**config.mk**
```make
export PLATFORM = sky130hd
export DESIGN_NAME = imem_loader
export DESIGN_NICKNAME = d
export VERILOG_FILES = /design/src/rtl/cpu_pkg.sv /design/src/rtl/imem_word_assembler.sv /design/src/rtl/imem_loader.sv
export SDC_FILE = /design/constraint.sdc
export NUM_CORES = 1
export LEC_CHECK = 0
export ABC_AREA = 1
export BUFFER_PORTS_ARGS = -buffer_cell sky130_fd_sc_hd__buf_4
export CAP_MARGIN = 5
export CORE_ASPECT_RATIO = 1.75
export CORE_MARGIN = 5
export CORE_UTILIZATION = 31
export DETAILED_ROUTE_END_ITERATION = 6
export SYNTH_ARGS = -nofsm -noshare
export SYNTH_HDL_FRONTEND = slang
export SYNTH_HIERARCHICAL = 1
export SYNTH_SLANG_ARGS = --single-unit
```
**constraint.sdc**
```tcl
create_clock -name clk -period 1.65 [get_ports clk]
set_input_delay 0.165 -clock clk [delete_from_list [all_inputs] [get_ports clk]]
set_output_delay 0.165 -clock clk [all_outputs]
set_load 0.02 [all_outputs]
```
**src/rtl/cpu_pkg.sv**
```systemverilog
// Shared CPU definitions: instruction-memory geometry and the loader state
// encoding, reused by the loader, the fetch stage and the CPU top.
package cpu_pkg;

  localparam int unsigned IMEM_ADDR_W = 11;
  localparam int unsigned IMEM_DEPTH  = 2048;
  localparam int unsigned INSTR_W     = 32;

  // Width of the big-endian word-count field at the head of a load frame.
  localparam int unsigned LEN_W       = 16;

  typedef enum logic [2:0] {
    IDLE,
    LEN_HI,
    LEN_LO,
    DATA,
    WRITE,
    DONE,
    ERR
  } imem_state_e;

endpackage

```
**src/rtl/imem_word_assembler.sv**
```systemverilog
// Packs four stream bytes (first byte = MSB) into one instruction word.
// Ports:
//   clk, rst   clock, synchronous active-high reset
//   clr        restart at byte 0
//   load       accept byte_in at the current byte index
//   byte_in    stream byte
//   word_out   last completed word; changes only when a word completes
//   last_byte  the next loaded byte completes a word
module imem_word_assembler
  import cpu_pkg::*;
(
  input  logic               clk,
  input  logic               rst,
  input  logic               clr,
  input  logic               load,
  input  logic [7:0]         byte_in,
  output logic [INSTR_W-1:0] word_out,
  output logic               last_byte
);

  localparam int unsigned SHIFT_W = INSTR_W - 8;

  logic [1:0]         idx;
  logic [SHIFT_W-1:0] shift_q;

  // The first three bytes collect in a shift register so word_out stays
  // stable until the whole word is present, and can drive the RAM directly.
  always_ff @(posedge clk) begin
    if (rst) begin
      idx      <= 2'd0;
      shift_q  <= '0;
      word_out <= '0;
    end else if (clr) begin
      idx <= 2'd0;
    end else if (load) begin
      idx <= idx + 2'd1;
      if (idx == 2'd3) begin
        word_out <= {shift_q, byte_in};
      end else begin
        shift_q <= {shift_q[SHIFT_W-9:0], byte_in};
      end
    end
  end

  assign last_byte = (idx == 2'd3);

endmodule

```
**src/rtl/imem_loader.sv**
```systemverilog
// Instruction-memory loader: receives a framed byte stream (16-bit big-endian
// word count N, then N*4 instruction bytes MSB first) and writes the words to
// the instruction RAM from address 0 upward while holding the CPU.
// Ports:
//   clk, rst            clock, synchronous active-high reset
//   start               begin a frame (honoured only when idle)
//   s_data/s_valid      stream byte and its valid
//   s_ready             loader accepts a byte this cycle
//   mem_wea/addr/din    single-port RAM write interface
//   cpu_hold            CPU fetch held while a frame is in progress
//   busy                loader not idle
//   done                one-cycle pulse at frame completion
//   err                 sticky oversize-length error
//   words_written       words written in the current/last frame
module imem_loader
  import cpu_pkg::*;
#(
  parameter int unsigned ADDR_W = IMEM_ADDR_W,
  parameter int unsigned DATA_W = INSTR_W,
  parameter int unsigned DEPTH  = IMEM_DEPTH
) (
  input  logic              clk,
  input  logic              rst,
  input  logic              start,
  input  logic [7:0]        s_data,
  input  logic              s_valid,
  output logic              s_ready,
  output logic              mem_wea,
  output logic [ADDR_W-1:0] mem_addr,
  output logic [DATA_W-1:0] mem_din,
  output logic              cpu_hold,
  output logic              busy,
  output logic              done,
  output logic              err,
  output logic [ADDR_W:0]   words_written
);

  localparam int unsigned WW_W  = ADDR_W + 1;
  localparam int unsigned CMP_W = LEN_W + 1;

  imem_state_e      state;
  logic [LEN_W-1:0] len;
  logic             xfer_c;
  logic             last_byte;
  logic             asm_clr_c;
  logic             asm_load_c;
  logic [LEN_W-1:0] len_c;
  logic [WW_W-1:0]  ww_next_c;

  assign xfer_c     = s_valid && s_ready;
  assign asm_clr_c  = xfer_c && (state == LEN_LO);
  assign asm_load_c = xfer_c && (state == DATA);
  // Full word count as it becomes known on the low-byte transfer.
  assign len_c      = {len[LEN_W-1:8], s_data};
  assign ww_next_c  = words_written + WW_W'(1);

  // Assembled word feeds the RAM data port directly; it only changes when a
  // word completes, so it is stable through WRITE and holds afterwards.
  imem_word_assembler u_asm (
    .clk       (clk),
    .rst       (rst),
    .clr       (asm_clr_c),
    .load      (asm_load_c),
    .byte_in   (s_data),
    .word_out  (mem_din),
    .last_byte (last_byte)
  );

  // Frame FSM; every output is set alongside the transition into its state.
  // words_written doubles as the write address counter.
  always_ff @(posedge clk) begin
    if (rst) begin
      state         <= IDLE;
      len           <= '0;
      s_ready       <= 1'b0;
      mem_wea       <= 1'b0;
      mem_addr      <= '0;
      cpu_hold      <= 1'b0;
      busy          <= 1'b0;
      done          <= 1'b0;
      err           <= 1'b0;
      words_written <= '0;
    end else begin
      case (state)
        IDLE: begin
          if (start) begin
            state         <= LEN_HI;
            s_ready       <= 1'b1;
            cpu_hold      <= 1'b1;
            busy          <= 1'b1;
            err           <= 1'b0;
            words_written <= '0;
          end
        end
        LEN_HI: begin
          if (xfer_c) begin
            len[LEN_W-1 -: 8] <= s_data;
            state             <= LEN_LO;
          end
        end
        LEN_LO: begin
          if (xfer_c) begin
            len[7:0] <= s_data;
            if (len_c == '0) begin
              state   <= DONE;
              s_ready <= 1'b0;
              done    <= 1'b1;
            end else if (CMP_W'(len_c) > CMP_W'(DEPTH)) begin
              state   <= ERR;
              s_ready <= 1'b0;
              err     <= 1'b1;
            end else begin
              state <= DATA;
            end
          end
        end
        DATA: begin
          if (xfer_c && last_byte) begin
            state    <= WRITE;
            s_ready  <= 1'b0;
            mem_wea  <= 1'b1;
            mem_addr <= words_written[ADDR_W-1:0];
          end
        end
        WRITE: begin
          mem_wea       <= 1'b0;
          words_written <= ww_next_c;
          if (CMP_W'(ww_next_c) == CMP_W'(len)) begin
            state <= DONE;
            done  <= 1'b1;
          end else begin
            state   <= DATA;
            s_ready <= 1'b1;
          end
        end
        DONE: begin
          state    <= IDLE;
          done     <= 1'b0;
          busy     <= 1'b0;
          cpu_hold <= 1'b0;
        end
        ERR: begin
          state    <= IDLE;
          busy     <= 1'b0;
          cpu_hold <= 1'b0;
        end
        default: begin
          state <= IDLE;
        end
      endcase
    end
  end

endmodule

```
==> impl_metrics.toml, run 1 <==
[floorplanning]
die-height_um = 175
core_area_mm2 = 0.0154
die_x_um = 105
io-pin-count = 73
dieArea_mm2 = 0.0183
rows = 60
start_util = 0.315

[global_routing]
grt_overflow = 0
grt_pass1_vias = 4549
grt_max_degree = 49
antenna_found_initial = 0
grt_pass1_wl_um = 21800
grt.total_usage = 0.146

[timing]
hold_viol_final = 0
slew_headroom = 0.685
fin_skew_ns = 0.00652
rsz0062_at_grt = "true"
tightest_slew_ns = 0.472
finalCritPeriodShare = 1.09
holdWs_ns = 0.0769
fin_crit_ns = 1.80
max_freq_mhz = 555
drv_slew = 0
setup_viol_count_final = 13
fin_ws_ns = -0.152

[clock_network]
cts.clk_slew.worst_paths_ns = 0.07
cts_tree = "built"
root_buffer = "clkbuf_16"
clockBufferDepth = 2
clock_latency_ns = 0.35
cts_buffers = 9
htreeDepth = 3
cts.sink_count = 105

[synth]
synth_commonest_cells = "nand2_1 (181), nor2_1 (138), dfxtp_1 (105)"
avgSynthCellArea_um2 = 6.55
synth_area_mm2 = 0.00485
synth_edf_count = 0
ys_ff_latch = 105
synth_top_flop_cell = "dfxtp_1"
synth_area_leaders = "dfxtp_1 (43%), nand2_1 (14%), nor2_1 (11%), inv_1 (7.9%), a21oi_1 (6.3%)"
synth_cells = 740
syn-num-nets = 754
synth-seq-area-share = 0.434
yosysWarnings = 6
yosysTopAreaCellShare = 0.434
synth_most_common_cell = "nand2_1"
synthArstFlopShare = 0
yosys.area.top_type = "dfxtp_1"
yosysUniqueCellTypes = 29

[power]
ir_drop_uv = 486
power.density_mw_per_mm2 = 891
p_total_uw = 6120
p_leak_uw = 0.00311

[worst_setup_path]
critPathLaunch = "words_written[1]$_SDFFE_PP0P_"
rr_startpoint = "words_written[1]$_SDFFE_PP0P_"
crit_path_start_kind = "register"
critical_path_class = "reg2reg"
reg2reg_depth = 15
worstPathMaxFanout = 4
worstPathRequired_ns = 1.88
arrival_ns = 2.03
end_kind = "register"

[detailed_routing]
drcViolationCount = 0
detail-route-antenna-nets = 0
drtIter0Drc = 108
wl_per_cell_um = 13.4
via_per_inst = 4.59
num_vias = 4804
totalWireLength_um = 14100
first_pass_iters = 4

[placement]
gp_congestion = 0.882
dp_hpwl_um = 9960
numPortBuffers = 72

[status]
status = "finished with violations"
violations = "setup timing"

[hold_path]
hold_depth = 3
holdCritStartpoint = "s_data[7]"
worst_hold_path_type = "in2reg"

[cells_and_area]
drive_gt1_frac = 0.309
diodes = 0
fin_nets = 870
fin_util = 0.447
area_growth_pct = 41.8

[run]
maxCapViolCount = 0
state kept, by name, indices dropped and copies added, names as in the netlist, 2 cells and up:
| register | flops |
|---|---|
| u_asm/word_out | 32 |
| u_asm/shift_q | 24 |
| mem_addr | 11 |
| len | 16 |
| u_asm/idx | 2 |
| state | 3 |
| words_written | 12 |
metal layers:
layer,vias to the layer above,global-route usage,part of all wire
li1,2516,-,-
met1,2165,0.150,0.38
met2,90,0.280,0.56
met3,33,0.0195,0.031
met4,0,0.0746,0.032
met5,-,0,0
power by group:
group          total (uW)  internal [uW]  switching [uW]
combinational        1350            534             815
sequential           2720           2640            79.1
clock                2050           1040            1010
layout make-up:
cell class	count	area, um2
fill	1619	8520
multi-input combinational	497	2590
sequential	105	2120
timing repair buffer	140	1260
inverter	103	387
tap	186	233
clock buffer	9	225
clock inverter	7	55.1
critical path, cell delays in order, from the launching register on:
cell     delay [ns]
dfxtp_4        0.38
ha_4           0.18
buf_6          0.11
nand3_2        0.08
nand2_2        0.09
nand2_2        0.06
inv_2          0.07
nor2_4         0.03
nor2_2         0.12
nand3_2        0.10
nor2_4         0.15
nand2_2        0.07
nand2_2        0.06
nand2_1        0.05
nand2_1        0.06
a21oi_1        0.07
logic make-up (layout without fill, tap and decap cells):
group                    after synthesis  in the layout  share of synthesized area
flip-flops                           105            105                      0.434
XOR/XNOR                               2              2                    0.00361
buffers and inverters                139            259                      0.118
AO/OA/AOI/OAI                         98             98                      0.104
adder cells (fa/ha/maj)                2              2                    0.00516
AND/OR/NAND/NOR                      394            395                      0.336
path summary, 6_finish.rpt:
kind                                         end  slack [ns]
setup / recovery           state[1]$_SDFFE_PP0P_       -0.15
hold / removal    u_asm/word_out[7]$_SDFFE_PP0P_        0.08
setup reg to reg           state[1]$_SDFFE_PP0P_       -0.15
hold reg to reg                 err$_SDFFE_PP0P_        0.47
cells in the final DEF (no fill, tap or decap), types with 23 or more instances in the layout:
| cell type | n |
|---|---|
| nor2_4 | 23 |
| nand3_1 | 45 |
| dfxtp_1 | 97 |
| buf_4 | 118 |
| nor2_1 | 108 |
| nand2_2 | 32 |
| inv_1 | 95 |
| o21ai_0 | 29 |
| a21oi_1 | 57 |
| nand2_1 | 145 |
stage by stage:
step	setup WS [ns]	instances	TNS (ns)	cell area [um2]
after floorplan	-0.00253	740	-0.00253	4870
after global placement	-0.116	1016	-0.342	5960
after detailed placement	-0.181	1016	-0.595	5960
after CTS	-0.155	1035	-0.466	6350
after global routing	-0.256	1047	-3.37	6870
final	-0.152	1047	-0.613	6870
timing repair:
action                     4_1_cts  5_1_grt
buffers inserted                 3        3
setup endpoints to repair       12       61
hold endpoints to repair         0        0
gates resized for setup         20      113
hold buffers                     0        0
gates cloned                     0        9
pin swaps                       16       29
Power figures use the tool's default switching activity.
==> run 2, diff against run 1 <==
--- a/config.mk
+++ b/config.mk
@@ -16,3 +16,4 @@
 export SYNTH_HDL_FRONTEND = slang
 export SYNTH_HIERARCHICAL = 1
 export SYNTH_SLANG_ARGS = --single-unit
+export TNS_END_PERCENT = 10
==> impl_metrics.toml, run 2 (synthesis gave the netlist of run 1 again) <==
[global_routing]
antenna_found_initial = 0
grt_pass1_vias = 4543
grt_pass1_wl_um = 21700
grt.total_usage = 0.145
grt_overflow = 0
grt_max_degree = 49

[detailed_routing]
wl_met1_um = 5060
totalWireLength_um = 13200
dr_wl_met2_um = 7230
routed.top_layer = "met4"
drtIter0Drc = 102
via_per_inst = 4.56
wl_met3_um = 460
first_pass_iters = 4
detail-route-antenna-nets = 0
drcViolationCount = 0
wl_per_cell_um = 12.7
num_vias = 4730

[status]
violations = "setup timing"
status = "finished with violations"

[cells_and_area]
drive_gt1_frac = 0.243
post-route-cell-area_mm2 = 0.00647
layout_common_cells = "nand2_1 (169), nor2_1 (128), buf_4 (120)"
area_growth_pct = 33.6
largest_register_ffs = 32
final_common_cell = "nand2_1"
fin_nets = 860
reg_top3 = "u_asm/word_out: 32 flops, u_asm/shift_q: 24 flops, len: 16 flops"
diodes = 0
regMostFlops = "u_asm/word_out"
fin_util = 0.421

[floorplanning]
die_x_um = 105
start_util = 0.315
die-height_um = 175
io-pin-count = 73
dieArea_mm2 = 0.0183
rows = 60
core_area_mm2 = 0.0154

[worst_setup_path]
arrival_ns = 2.00
reg2reg_depth = 15
crit_buf_inv = 2
slowest_stage = "dfxtp_4"
worstPathRequired_ns = 1.88
crit_path_start_kind = "register"
rr_startpoint = "words_written[1]$_SDFFE_PP0P_"
reg2reg_slack_ns = -0.12
crit_path_end = "state[1]$_SDFFE_PP0P_"
end_kind = "register"
slowest_delay_ns = 0.38
critPathLaunch = "words_written[1]$_SDFFE_PP0P_"
worstPathMaxFanout = 4
critical_path_class = "reg2reg"
worstSetupPathDepth = 15
r2r-end = "state[1]$_SDFFE_PP0P_"
crit_path_cell_trace = "ha_4, buf_6, nand3_1, nand2_1, nand2_2, inv_2, nor2_2, nor2_2, nand3_2, nor2_4, nand2_2, nand2_2, nand2_1, nand2_1, a21oi_1"
worst_path_dominant_cell_family = "simple AND/OR/NAND/NOR gates"

[power]
ir_drop_uv = 485
power.density_mw_per_mm2 = 930
p_leak_uw = 0.00307

[timing]
finalCritPeriodShare = 1.07
fin_ws_ns = -0.123
rsz0062_at_grt = "true"
slew_headroom = 0.681
tns_ns = -0.383
fin_skew_ns = 0.00675
setup_viol_count_final = 4
tightest_slew_ns = 0.478
max_freq_mhz = 564
drv_slew = 0
hold_viol_final = 0
fin_crit_ns = 1.77

[clock_network]
clock_latency_ns = 0.35
cts.clk_slew.worst_paths_ns = 0.07
cts_buffers = 9
clockBufferDepth = 2
cts_hold_buffers = 0
cts_tree = "built"
cts.sink_count = 105
root_buffer = "clkbuf_16"
htreeDepth = 3

[placement]
gp_congestion = 0.882
pre_cts_slack_ns = -0.181
dp_hpwl_um = 9960
dpl_cell_area_mm2 = 0.00596
numPortBuffers = 72

[hold_path]
worst_hold_path_type = "in2reg"

[run]
maxCapViolCount = 0
==> run 2: how the worst min path moves through the flow <==
stage	cells past startpoint	slack, ns	endpoint	start
global route	3	0.1	u_asm/word_out[4]$_SDFFE_PP0P_	s_data[4]
floorplan	2	0.30	u_asm/word_out[0]$_SDFFE_PP0P_	s_data[0]
global placement	2	0.44	done$_SDFFE_PP0P_	done$_SDFFE_PP0P_
CTS	3	0.07	u_asm/word_out[4]$_SDFFE_PP0P_	s_data[4]
detailed placement	3	0.45	u_asm/word_out[4]$_SDFFE_PP0P_	s_data[4]
finish	3	0.09	u_asm/word_out[4]$_SDFFE_PP0P_	s_data[4]
==> run 2: metal layers <==
metal	vias to the layer above	GRT usage
met4	0	0.0751
met1	2118	0.150
met2	86	0.279
li1	2493	-
met3	33	0.0195
met5	-	0
==> run 2: power by group <==
group / switching (uW) / total [uW] / internal [uW] / leakage [uW]
combinational: 773 / 1260 / 491 / 0.00208
clock: 1010 / 2050 / 1040 / 0.000138
sequential: 70.3 / 2710 / 2640 / 0.000852
==> run 2: stage by stage <==
stage / std cells / hold WS [ns] / power, uW
after floorplan: 740 / 0.300 / 3470
after global routing: 1037 / 0.0969 / 6350
after global placement: 1016 / 0.442 / 3930
after detailed placement: 1016 / 0.447 / 3930
final: 1037 / 0.0860 / 6020
after CTS: 1035 / 0.0701 / 6040
==> run 2: final cells by class <==
type                    count  area, um2
inverters                 103        387
well taps                 186        233
flip-flops and latches    105       2120
fillers                  1660       8920
multi-input cells         496       2370
clock buffers               9        225
repair buffers            131       1090
clock inverters             7       55.1
==> run 2: what timing repair did <==
| item | 4_1_cts | 5_1_grt |
|---|---|---|
| cloned | 0 | 0 |
| buffers inserted | 3 | 2 |
| resized for setup | 19 | 38 |
| pin swaps | 15 | 20 |
| setup endpoints to repair | 12 | 61 |
==> run 2: worst min-delay path: stages <==
cell and delay [ns]:
buf_4 0.11, nor2_1 0.05, nor2_1 0.08
